$ cat src/rtl/spi_shared_pkg.sv
// Shared SPI slave types: command encoding seen by the RAM stage, protocol FSM states, word widths.
package spi_shared_pkg;

  localparam int unsigned TX_W_DFLT = 8;
  localparam int unsigned RX_W      = TX_W_DFLT + 2;

  typedef enum logic [1:0] {
    WRITE_ADDR = 2'b00,
    WRITE_DATA = 2'b01,
    READ_ADDR  = 2'b10,
    READ_DATA  = 2'b11
  } cmd_e;

  typedef enum logic [2:0] {
    ST_IDLE,
    ST_CHK_CMD,
    ST_WRITE,
    ST_READ_ADD,
    ST_READ_DATA
  } spi_state_e;

endpackage

$ cat src/rtl/spi_tx_serializer.sv
// MSB-first parallel-to-serial converter for RAM read data; MISO idles at 0 and clears when shift_en drops.
module spi_tx_serializer #(
  parameter int unsigned W = 8
) (
  input  logic         clk,
  input  logic         rst,
  input  logic         load,
  input  logic [W-1:0] data,
  input  logic         shift_en,
  output logic         miso,
  output logic         done
);

  localparam int unsigned CW = $clog2(W + 1);

  logic [W-1:0]  sh_q;
  logic [CW-1:0] cnt_q;
  logic          miso_q;
  logic          done_q;

  // MSB goes out in the cycle right after load; cnt_q tracks bits still queued behind it.
  always_ff @(posedge clk) begin
    if (rst) begin
      sh_q   <= '0;
      cnt_q  <= '0;
      miso_q <= 1'b0;
      done_q <= 1'b1;
    end else if (load) begin
      miso_q <= data[W-1];
      sh_q   <= data << 1;
      cnt_q  <= CW'(W - 1);
      done_q <= 1'b0;
    end else if (shift_en && (cnt_q != '0)) begin
      miso_q <= sh_q[W-1];
      sh_q   <= sh_q << 1;
      cnt_q  <= cnt_q - CW'(1);
    end else begin
      miso_q <= 1'b0;
      cnt_q  <= '0;
      done_q <= 1'b1;
    end
  end

  assign miso = miso_q;
  assign done = done_q;

endmodule

$ cat src/rtl/spi_slave_fsm.sv
// SS_n-framed SPI slave front end: deserialises {cmd,payload} words and serialises RAM read data.
// Optional select/command consistency check enabled by `define SPI_CMD_CHECK_EN.
module spi_slave_fsm
  import spi_shared_pkg::*;
#(
  parameter int unsigned TX_W        = TX_W_DFLT,
  parameter int unsigned TX_WAIT_MAX = 16
) (
  input  logic            clk,
  input  logic            rst,
  input  logic            SS_n,
  input  logic            MOSI,
  output logic            MISO,
  output logic [RX_W-1:0] rx_data,
  output logic            rx_valid,
  input  logic [TX_W-1:0] tx_data,
  input  logic            tx_valid,
  output logic            cmd_err
);

  localparam int unsigned CNT_W  = $clog2(RX_W + 1);
  localparam int unsigned WAIT_W = $clog2(TX_WAIT_MAX + 1);

  spi_state_e        state_q, state_d;
  logic [CNT_W-1:0]  bit_cnt_q, bit_cnt_d;
  logic [RX_W-2:0]   shift_q, shift_d;
  logic [RX_W-1:0]   rx_data_q, rx_data_d;
  logic              rx_valid_q, rx_valid_d;
  logic              rd_addr_seen_q, rd_addr_seen_d;
  logic              rd_wait_q, rd_wait_d;
  logic [WAIT_W-1:0] wait_cnt_q, wait_cnt_d;
  logic              cmd_err_q, cmd_err_d;
  logic [RX_W-1:0]   word_c;
  logic              cmd_ok_c;
  logic              tx_load_c;
  logic              tx_shift_en_c;
  logic              tx_done;

  assign word_c = {shift_q, MOSI};

`ifdef SPI_CMD_CHECK_EN
  cmd_e cmd_c;
  assign cmd_c = cmd_e'(word_c[RX_W-1 -: 2]);

  // Select bit and frame type must agree with the command field of the finished word.
  always_comb begin
    cmd_ok_c = 1'b0;
    unique case (state_q)
      ST_WRITE:     cmd_ok_c = ~cmd_c[1];
      ST_READ_ADD:  cmd_ok_c = (cmd_c == READ_ADDR);
      ST_READ_DATA: cmd_ok_c = (cmd_c == READ_DATA);
      default:      cmd_ok_c = 1'b0;
    endcase
  end
`else
  assign cmd_ok_c = 1'b1;
`endif

  always_ff @(posedge clk) begin
    if (rst) begin
      state_q        <= ST_IDLE;
      bit_cnt_q      <= '0;
      shift_q        <= '0;
      rx_data_q      <= '0;
      rx_valid_q     <= 1'b0;
      rd_addr_seen_q <= 1'b0;
      rd_wait_q      <= 1'b0;
      wait_cnt_q     <= '0;
      cmd_err_q      <= 1'b0;
    end else begin
      state_q        <= state_d;
      bit_cnt_q      <= bit_cnt_d;
      shift_q        <= shift_d;
      rx_data_q      <= rx_data_d;
      rx_valid_q     <= rx_valid_d;
      rd_addr_seen_q <= rd_addr_seen_d;
      rd_wait_q      <= rd_wait_d;
      wait_cnt_q     <= wait_cnt_d;
      cmd_err_q      <= cmd_err_d;
    end
  end

  // bit_cnt_q == RX_W marks a finished payload; later MOSI bits in the frame are ignored.
  always_comb begin
    state_d        = state_q;
    bit_cnt_d      = bit_cnt_q;
    shift_d        = shift_q;
    rx_data_d      = rx_data_q;
    rx_valid_d     = 1'b0;
    rd_addr_seen_d = rd_addr_seen_q;
    rd_wait_d      = rd_wait_q;
    wait_cnt_d     = wait_cnt_q;
    cmd_err_d      = cmd_err_q;
    tx_load_c      = 1'b0;

    if (SS_n) begin
      state_d    = ST_IDLE;
      bit_cnt_d  = '0;
      shift_d    = '0;
      rd_wait_d  = 1'b0;
      wait_cnt_d = '0;
    end else begin
      unique case (state_q)
        ST_IDLE: state_d = ST_CHK_CMD;
        ST_CHK_CMD: begin
          if (!MOSI)               state_d = ST_WRITE;
          else if (rd_addr_seen_q) state_d = ST_READ_DATA;
          else                     state_d = ST_READ_ADD;
        end
        ST_WRITE, ST_READ_ADD, ST_READ_DATA: begin
          if (bit_cnt_q != CNT_W'(RX_W)) begin
            shift_d   = {shift_q[RX_W-3:0], MOSI};
            bit_cnt_d = bit_cnt_q + CNT_W'(1);
            if (bit_cnt_q == CNT_W'(RX_W - 1)) begin
              if (cmd_ok_c) begin
                rx_data_d  = word_c;
                rx_valid_d = 1'b1;
                if (state_q == ST_READ_ADD) rd_addr_seen_d = 1'b1;
                if (state_q == ST_READ_DATA) begin
                  rd_addr_seen_d = 1'b0;
                  rd_wait_d      = 1'b1;
                  wait_cnt_d     = '0;
                end
              end else begin
                cmd_err_d = 1'b1;
              end
            end
          end else if (rd_wait_q) begin
            // RAM response window; a timeout abandons the read with MISO left at 0.
            if (tx_valid && tx_done) begin
              tx_load_c = 1'b1;
              rd_wait_d = 1'b0;
            end else if (wait_cnt_q == WAIT_W'(TX_WAIT_MAX - 1)) begin
              rd_wait_d = 1'b0;
            end else begin
              wait_cnt_d = wait_cnt_q + WAIT_W'(1);
            end
          end
        end
        default: state_d = ST_IDLE;
      endcase
    end
  end

  assign tx_shift_en_c = (state_q == ST_READ_DATA) && !SS_n;

  spi_tx_serializer #(
    .W (TX_W)
  ) u_tx_ser (
    .clk      (clk),
    .rst      (rst),
    .load     (tx_load_c),
    .data     (tx_data),
    .shift_en (tx_shift_en_c),
    .miso     (MISO),
    .done     (tx_done)
  );

  assign rx_data  = rx_data_q;
  assign rx_valid = rx_valid_q;
  assign cmd_err  = cmd_err_q;

endmodule

$ cat config.mk
export PLATFORM = sky130hd
export DESIGN_NAME = spi_slave_fsm
export DESIGN_NICKNAME = d
export VERILOG_FILES = /design/src/rtl/spi_shared_pkg.sv /design/src/rtl/spi_tx_serializer.sv /design/src/rtl/spi_slave_fsm.sv
export SDC_FILE = /design/constraint.sdc
export NUM_CORES = 1
export LEC_CHECK = 0
export CAP_MARGIN = 10
export CORE_MARGIN = 2
export CORE_UTILIZATION = 32
export CTS_CLUSTER_SIZE = 10
export DETAILED_ROUTE_END_ITERATION = 10
export SETUP_SLACK_MARGIN = 0.4
export SLEW_MARGIN = 20
export SYNTH_ARGS = -nofsm -noshare
export SYNTH_HDL_FRONTEND = slang
export SYNTH_HIERARCHICAL = 1
export SYNTH_SLANG_ARGS = --single-unit
$ cat constraint.sdc
create_clock -name clk -period 3.2 [get_ports clk]
set_clock_uncertainty 0.2 [all_clocks]
set_input_delay 0.64 -clock clk [delete_from_list [all_inputs] [get_ports clk]]
set_output_delay 0.64 -clock clk [all_outputs]
set_load 0.02 [all_outputs]
## After elaboration in Yosys (flattened, before gate mapping)

Index checks and enable logic that the tools add are counted.

- Word-level logic and storage cells: 81
- Output and inout port bits: 13
- Bits in registers: 47
- Input port bits: 13

- Eq/ne operators: 12
- $add $sub $neg: 3
- Reduce and logical (&&, ||, !) cells: 18
- Bitwise gates (word level): 4
- Multiplexer cells: 31

Operators with widths:

| operator | number |
|---|---|
| two-way mux 5 bit | 6 |
| two-way mux 1 bit | 18 |
| two-way mux 8 bit | 2 |
| two-way mux 3 bit | 4 |
| one-hot mux 3 bit (3 select lines) | 1 |
| == test 3 x 2 -> 1 bit, second input constant | 2 |
| inequality test 2 bit, second input constant | 3 |
| AND reduction 6 bit | 1 |
| nonzero test 2 bit | 3 |
| OR reduction 3 bit | 2 |
| adder 5 x 1 -> 5 bit, second input constant | 1 |
| == test 5 x 4 -> 1 bit, second input constant | 1 |
| AND reduction 5 bit | 1 |
| adder 4 x 1 -> 4 bit, second input constant | 1 |
| == test 4 bit, second input constant | 1 |
| inequality test 2 x 1 -> 1 bit, second input constant | 2 |
| inequality test 4 bit, second input constant | 1 |
| inverter 1 bit | 4 |
| AND reduction 4 bit | 1 |
| nonzero test 4 bit | 1 |
| OR reduction 4 bit | 1 |
| subtractor 4 x 1 -> 4 bit, second input constant | 1 |
| == test 3 x 1 -> 1 bit, second input constant | 1 |
| == test 3 bit, second input constant | 1 |
| other kinds (6) | 8 |

## Longest topological paths before layout

Gate-level depths: netlist of the first run.

- Depth after elaboration: 7
- Depth in mapped cells: 7

## By module

The synthesis of the first run kept the hierarchy.

Modules (own cells, without submodules):

| module | area each (µm²) | cells each | times used |
|---|---|---|---|
| spi_slave_fsm | 1473.9 | 154 | 1 |
| spi_tx_serializer | 603.1 | 70 | 1 |

## Worst setup path before layout of the first run

OpenSTA, ideal clock, no wires.

- Path kind: register -> register
- From: register bit_cnt_q[0]
- To: register rx_data_q[0] (netlist: rx_data[0])
- Path buffers: 1
- Required time: 2872 ps
- Period minus slack after synthesis: 1962 ps
- Cell stages (with the launch flop): 8
- Data arrival time: 1634 ps
- Slack: 1238 ps
- Cell sequence: dfxtp_1 > inv_1 > ha_1 > nor4bb_1 > o211a_1 > buf_4 > mux2i_1 > nor2_1

- Word-level cells in the longest chain between the ends: 2
- Elaborated cells between the ends (all ways): 3
- Classes of those cells: eq/ne (2); reduce/logical (1)

Ends and longest elaborated chain:

| what | RTL line | RTL |
|---|---|---|
| start, declared | spi_slave_fsm.sv:25 | `logic [CNT_W-1:0] bit_cnt_q, bit_cnt_d;` |
| start signal, assigned | spi_slave_fsm.sv:72 | `bit_cnt_q <= bit_cnt_d;` |
| inequality test 4 bit or == test 4 bit (tied branches) | spi_slave_fsm.sv:111, spi_slave_fsm.sv:114 |  |
| AND reduction 4 bit (no source line) * | -- |  |
| end signal, assigned | spi_slave_fsm.sv:74 | `rx_data_q <= rx_data_d;` |
| end, declared | spi_slave_fsm.sv:27 | `logic [RX_W-1:0] rx_data_q, rx_data_d;` |

Mark *: on every way between the ends. The rest lies on a longest branch, timed or not.
A chain may end at the register's enable or synchronous reset.

## Final worst setup path of the first run

- From: register bit_cnt_q[0]
- To: register rx_data_q[8] (netlist: rx_data[8])

Same word-level chain as after synthesis.

==> impl_metrics.csv, run 1 <==
group,metric,value,unit
sta,worst_pin_slew,0.537,ns
cts,cts-root-buf,"clkbuf_8",
cells_and_area,fillers,678,
yosys,synth_seq_area_share,0.453,
pwr,combPwrFrac,0.046,
sta,fin_hold_ws,0.263,ns
critical_path,r2r_start,"bit_cnt_q[0]$_SDFFE_PP0P_",
yosys,synth_fp_nets,244,
die,boundaryPins,26,
routing,drt-wirelength-per-cell,12.3,µm
cts,cts_resized,0,
placed_design,post_dp_cell_area,0.00238,mm²
die,initial_core_util,0.329,
yosys,synth_top_family_by_area,"simple AND/OR/NAND/NOR gates",
cts,clk_latency,0.30,ns
placed_design,dp_hpwl,2.69,mm
yosys,ys_ff_latch,47,
cells_and_area,nets,268,
yosys,synth-edff-count,0,
cells_and_area,multiInputGateArea,0.00101,mm²
sta,grt_setup_unrepaired,"no",
die,fp-row-count,29,
pwr,power.switching,222,µW
yosys,synthCells,224,
critical_path,worst-path-max-fanout,10,
cts,hold_buffers,0,
sta,tns,0,ns
critical_path,slowest_delay,0.58,ns
die,die_h,84.6,µm
pwr,pwr_density_cell,398,mW/mm²
outcome,status,"finished clean",
placed_design,gp_congestion,0.720,
yosys,synth_cell_type_count,46,
min_path,hp-start,"wait_cnt_q[4]$_SDFFE_PP0P_",
cells_and_area,antennaDiodeCount,0,
pwr,intPower,761,µW
critical_path,required,3.19,ns
cts,clockBufferDepth,2,
sta,min_period_over_period,0.750,
sta,maxSlewHeadroom,0.642,
job,drv_cap,0,
critical_path,start_kind,"flop",
cells_and_area,drive_gt1_frac,0.0723,
sta,finalSetupViolCount,0,
cells_and_area,instances_no_fill,326,
grt,antenna_found_initial,0,
routing,post-route-drc-count,0,
cts,numCtsBuffers,5,
yosys,synth_mux_area_frac,0.101,
cts,cts_setup_buffers,0,
cts,htreeDepth,2,
yosys,ys_warn_count,6,
pwr,seqPwrFrac,0.599,
die,die_w,84.6,µm
yosys,synth_top_area_cell,"dfxtp_1",
critical_path,crit_chain,"inv_1 -> ha_1 -> nor4bb_1 -> o211a_1 -> mux2i_1 -> nor2_1",
placed_design,placed_cells,318,
routing,drt_iter0_drc,85,
grt,grt_pass1_vias,1496,
sta,drv_slew,0,
cells_and_area,syn_to_final_growth,18.9,%
critical_path,crit_type,"flop to flop",
pwr,vdd_ir_drop_max,244,µV
routing,ant_nets,0,
yosys,syn_area_per_cell,9.27,µm²
routing,route.vias.total,1635,
critical_path,critical_path.top_delay_family,"compound AO/OA/AOI/OAI gates",
cts,cts.clk_slew.worst_paths,0.09,ns
cts,cts_tree,"yes",
sta,hold_violations,0,
cells_and_area,final_cell_area,0.00247,mm²
yosys,synthXorXnorAreaFrac,0.0169,
yosys,synth_compound_area_frac,0.145,
sta,timing.fmax,417,MHz
die,fp.dieArea,0.00715,mm²
routing,drt_wl_total,4.01,mm
yosys,synth_fa_ha_area_frac,0.0422,
cts,cts.sinks,47,
yosys,synthesis.area,0.00208,mm²
grt,grt.overflow.total,0,
pwr,leakagePower,0.000914,µW
yosys,synthSimpleGateAreaFrac,0.179,
routing,dr.pass1.iters,4,
critical_path,worstPathArrival,2.39,ns
cells_and_area,regArea,941,µm²
placed_design,port_buffers,24,
grt,grt_max_degree,22,
yosys,synth_top_area_frac,0.453,
yosys,synthArstFlopShare,0,
critical_path,critPathBufInv,1,
critical_path,crit_path_top_delay_cell,"o211a_1",
routing,avgViaCountPerCell,5.02,
critical_path,crit_start,"bit_cnt_q[0]$_SDFFE_PP0P_",
pwr,clkPwrFrac,0.355,
grt,grt_pass1_wl,7.00,mm
yosys,synth.area.top_cells,"dfxtp_1, mux2i_1, nor2_1",
grt,grt_util_all_layers,0.120,
yosys,ys.flop_type,"dfxtp_1",
pwr,swShare,0.226,
critical_path,worst_setup_path_end_kind,"flop",
min_path,hp-class,"flop to flop",
sta,fin_crit,2.40,ns
die,core_area,0.00631,mm²
## synth_stat cells (3+ instances only)
master	number
nand2_1	7
clkbuf_1	7
ha_1	7
a221oi_1	6
or3_1	3
a21oi_1	7
nand3_1	4
nor2_1	29
inv_1	17
mux2i_1	21
a31oi_1	10
o21ai_0	7
dfxtp_1	47
o21ai_1	3
nor3_1	10
## per-stage QoR
stage	total power, µW	setup slack (ns)	util
3_5_place_dp	648	0.626	0.378
4_1_cts	1000	0.754	0.391
6_report	982	0.800	0.391
3_3_place_gp	648	0.684	0.378
5_1_grt	1030	0.571	0.391
2_1_floorplan	625	1.24	-
## state kept, by name (all words and copies together) (netlist names)
signal and count:
state_q 3, rx_data 10, u_tx_ser/cnt_q 4, u_tx_ser/done 1, bit_cnt_q 4, rd_wait_q 1
wait_cnt_q 5, rx_valid 1, u_tx_ser/sh_q 7, u_tx_ser/miso 1, shift_q 9, rd_addr_seen_q 1
## final timing paths
kind | endpoint | slack [ns] | cells past startpoint
max reg2reg | rx_data[8]$_SDFFE_PP0P_ | 0.80 | 6
min | wait_cnt_q[4]$_SDFFE_PP0P_ | 0.26 | 2
max | rx_data[8]$_SDFFE_PP0P_ | 0.80 | 6
min reg2reg | wait_cnt_q[4]$_SDFFE_PP0P_ | 0.26 | 2
## worst register-to-register path, cell delays in order (launching register included)
cell and delay [ns]:
dfxtp_1 0.38, inv_1 0.09, ha_1 0.24, nor4bb_1 0.48, o211a_1 0.59, mux2i_1 0.26
nor2_1 0.06
## cell type report
cell class | count | area share
inverter | 17 | 0.0258
tap | 77 | 0.0390
clock buffer | 6 | 0.0294
timing repair buffer | 28 | 0.109
clock inverter | 2 | 0.00507
sequential | 47 | 0.381
multi-input combinational | 149 | 0.410
## power by group through the flow
stage                     combinational [µW]  clock (µW)  sequential, µW
final                                   45.2         348             589
after global routing                    49.3         391             589
after CTS                               45.7         368             589
after detailed placement                45.4           0             603
after global placement                  45.0           0             603
after floorplan                         22.8           0             602
## cell families (layout without fill, tap and decap cells)
| logic type | Yosys count | in the layout |
|---|---|---|
| simple gates | 71 | 71 |
| flops | 47 | 47 |
| compound gates | 45 | 45 |
| buf+inv | 28 | 53 |
| mux | 21 | 21 |
| fa+ha+maj | 7 | 7 |
| xor+xnor | 4 | 4 |
| other cells | 1 | 1 |
## layout by cell type (no fill, tap or decap), drive strengths merged, types with 2 or more instances in the layout
cell           count
o21ai             10
xor2               2
xnor2              2
nand3              4
or3                3
a21oi              7
a221oi             6
nor3              10
inv               17
nor3b              2
and2               2
mux2i             21
clkdlybuf4s50     24
buf                4
nand2              7
nand3b             2
nor2              30
o311ai             2
clkbuf             6
dfxtp             47
a31oi             10
ha                 7
a211oi             2
## per-layer routing
layer	up-vias	global-route usage	share of wire
met5	-	0	0
met4	0	0.0390	0.014
met3	7	0.0344	0.046
met2	30	0.199	0.46
met1	763	0.151	0.48
li1	835	-	-
(Power assumes the default switching activity.)
==> run 2, diff against run 1 <==
==> constraint.sdc (replaced) <==
create_clock -name clk -period 2.16 [get_ports clk]
set_clock_uncertainty 0.2 [all_clocks]
set_input_delay 0.432 -clock clk [delete_from_list [all_inputs] [get_ports clk]]
set_output_delay 0.432 -clock clk [all_outputs]
set_load 0.02 [all_outputs]
==> run 2 against run 1 <==
  * Worst hold slack improved by 0.0014 ns
  * Largest power group unchanged
  * Sequential share of layout area is 6.5 points lower
  * Non-clock buffer count is 29 higher
  * Clock power is 90% higher
  * Register-to-register slack got worse by 0.54 ns
  * Setup slack got worse by 0.54 ns
  * Highest routed layer unchanged
  * First-iteration DRC count grew 16%
  * Via count up 8.6%
  * Fmax rose by 26%
  * Clock-buffer cell count decreased by 1
==> impl_metrics.csv, run 2 (same netlist as run 1, synthesis figures left out) <==
group,metric,value,unit
cells_and_area,antennaDiodeCount,0,
sta,tns,0,ns
critical_path,worst_path_most_repeated_cell,"ha_4",
routing,avgViaCountPerCell,5.00,
sta,fin_ws,0.257,ns
critical_path,worst_setup_path_end_kind,"flop",
cts,hold_buffers,0,
grt,grt_max_degree,16,
die,die_w,84.6,µm
sta,min_period_over_period,0.881,
placed_design,post_dp_cell_area,0.00253,mm²
sta,drv_slew,0,
routing,route.vias.total,1775,
critical_path,slowest_delay,0.36,ns
min_path,hp-class,"flop to flop",
critical_path,crit_path_top_delay_cell,"dfxtp_4",
grt,grt.overflow.total,0,
critical_path,crit_chain,"ha_4 -> and3_4 -> ha_4 -> a21oi_4 -> nand3_1 -> or3_4 -> o31ai_2",
critical_path,worstPathArrival,1.92,ns
die,initial_core_util,0.329,
sta,grt_setup_unrepaired,"yes",
placed_design,port_buffers,24,
routing,dr.pass1.iters,4,
cells_and_area,final_core_util,0.478,
sta,finalSetupViolCount,0,
cts,cts.sinks,47,
cells_and_area,final_cell_area,0.00302,mm²
sta,timing.fmax,525,MHz
min_path,hold_depth,1,
min_path,hp-start,"state_q[2]$_SDFFE_PP0P_",
critical_path,reg2reg_to,"wait_cnt_q[3]$_SDFFE_PP0P_",
placed_design,dp_hpwl,2.85,mm
routing,post-route-drc-count,0,
cells_and_area,multiInputGateArea,0.00120,mm²
job,drv_cap,0,
outcome,status,"finished clean",
critical_path,worst-path-max-fanout,3,
die,die_h,84.6,µm
cts,cts_tree,"yes",
cts,cts-root-buf,"clkbuf_8",
pwr,leakagePower,0.00120,µW
critical_path,crit_type,"flop to flop",
cts,clk_latency,0.30,ns
cells_and_area,fillers,591,
routing,drt_iter0_drc,99,
die,boundaryPins,26,
die,fp-row-count,29,
cells_and_area,syn_to_final_growth,45.4,%
cells_and_area,nets,297,
cells_and_area,largest_register_ffs,10,
grt,grt_pass1_wl,7.99,mm
pwr,vdd_ir_drop_max,356,µV
critical_path,worst_r2r_path_depth,7,
grt,grt_util_all_layers,0.136,
critical_path,required,2.18,ns
cells_and_area,regArea,953,µm²
sta,hold_violations,0,
sta,fin_crit,1.90,ns
cells_and_area,layout_common_cells,"dfxtp_1, nor2_1, mux2i_1, buf_4, inv_1",
critical_path,critPathBufInv,0,
placed_design,place_ws,0.0353,ns
cts,htreeDepth,2,
grt,grt_pass1_vias,1666,
grt,antenna_found_initial,0,
pwr,pwr_density_cell,534,mW/mm²
placed_design,gp_congestion,0.771,
cells_and_area,final_common_cell,"dfxtp_1",
min_path,hold_path_end,"state_q[1]$_SDFFE_PP0P_",
critical_path,r2r_start,"wait_cnt_q[1]$_SDFFE_PP0P_",
routing,ant_nets,0,
cts,cts.clk_slew.worst_paths,0.09,ns
critical_path,start_kind,"flop",
die,fp.dieArea,0.00715,mm²
critical_path,critical_path.top_delay_family,"simple AND/OR/NAND/NOR gates",
cts,numCtsBuffers,5,
critical_path,reg2reg_slack,0.26,ns
die,core_area,0.00631,mm²
cts,clockBufferDepth,2,
routing,drt_wl_total,4.79,mm
routing,drt-wirelength-per-cell,13.5,µm
cells_and_area,drive_gt1_frac,0.277,
run 2: worst max path at each step:
stage | end | cells after the start | slack [ns] | from
floorplan | wait_cnt_q[3]$_SDFFE_PP0P_ | 7 | 0.28 | wait_cnt_q[0]$_SDFFE_PP0P_
global placement | u_tx_ser/sh_q[6]$_SDFFE_PP0P_ | 7 | 0.05 | SS_n
detailed placement | wait_cnt_q[3]$_SDFFE_PP0P_ | 5 | 0.04 | tx_valid
CTS | wait_cnt_q[3]$_SDFFE_PP0P_ | 7 | 0.27 | wait_cnt_q[1]$_SDFFE_PP0P_
global route | wait_cnt_q[3]$_SDFFE_PP0P_ | 7 | 0.18 | wait_cnt_q[1]$_SDFFE_PP0P_
finish | wait_cnt_q[3]$_SDFFE_PP0P_ | 7 | 0.26 | wait_cnt_q[1]$_SDFFE_PP0P_
run 2: through the flow:
stage,hold slack [ns],power [µW],cells
global route,0.295,1670,355
detailed placement,0.255,967,325
global placement,0.249,966,325
finish,0.265,1610,355
floorplan,0.235,928,224
CTS,0.267,1630,352
run 2: where the power goes:
part	internal, µW	total [µW]	switching, µW
combinational	40.5	82.0	41.5
sequential	866	870	4.12
clock	345	660	315
total	1250	1610	360
run 2: cell type report:
type | count | share of cell area
multi-input cells | 149 | 0.397
flip-flops and latches | 47 | 0.316
repair buffers | 57 | 0.197
well taps | 77 | 0.0319
clock buffers | 5 | 0.0228
inverters | 17 | 0.0211
clock inverters | 3 | 0.0145
run 2: repair_timing:
action | 4_1_cts | 5_1_grt
pin swaps | 18 | 7
gates cloned | 3 | 2
setup buffers | 16 | 1
endpoints found under the setup margin | 36 | 39
gates resized for setup | 41 | 10
endpoints found under the hold margin | 0 | 0
run 2: per-layer routing:
layer,GRT usage,share of wire,vias up,wire length [µm]
met2,0.215,0.46,24,2210
met5,0,0,-,0
met3,0.0265,0.028,5,133
met4,0.0476,0.011,0,52
li1,-,-,901,-
met1,0.187,0.50,845,2400
==> run 3, diff against run 2 <==
--- a/config.mk
+++ b/config.mk
@@ -8,8 +8,9 @@
 export CAP_MARGIN = 10
 export CORE_MARGIN = 2
 export CORE_UTILIZATION = 32
-export CTS_CLUSTER_SIZE = 10
+export CTS_CLUSTER_SIZE = 14
 export DETAILED_ROUTE_END_ITERATION = 10
+export GPL_ROUTABILITY_DRIVEN = 0
 export SETUP_SLACK_MARGIN = 0.4
 export SLEW_MARGIN = 20
 export SYNTH_ARGS = -nofsm -noshare
==> results of run 3 <==
The final DEF is identical to that of run 2; final timing and power are the same.
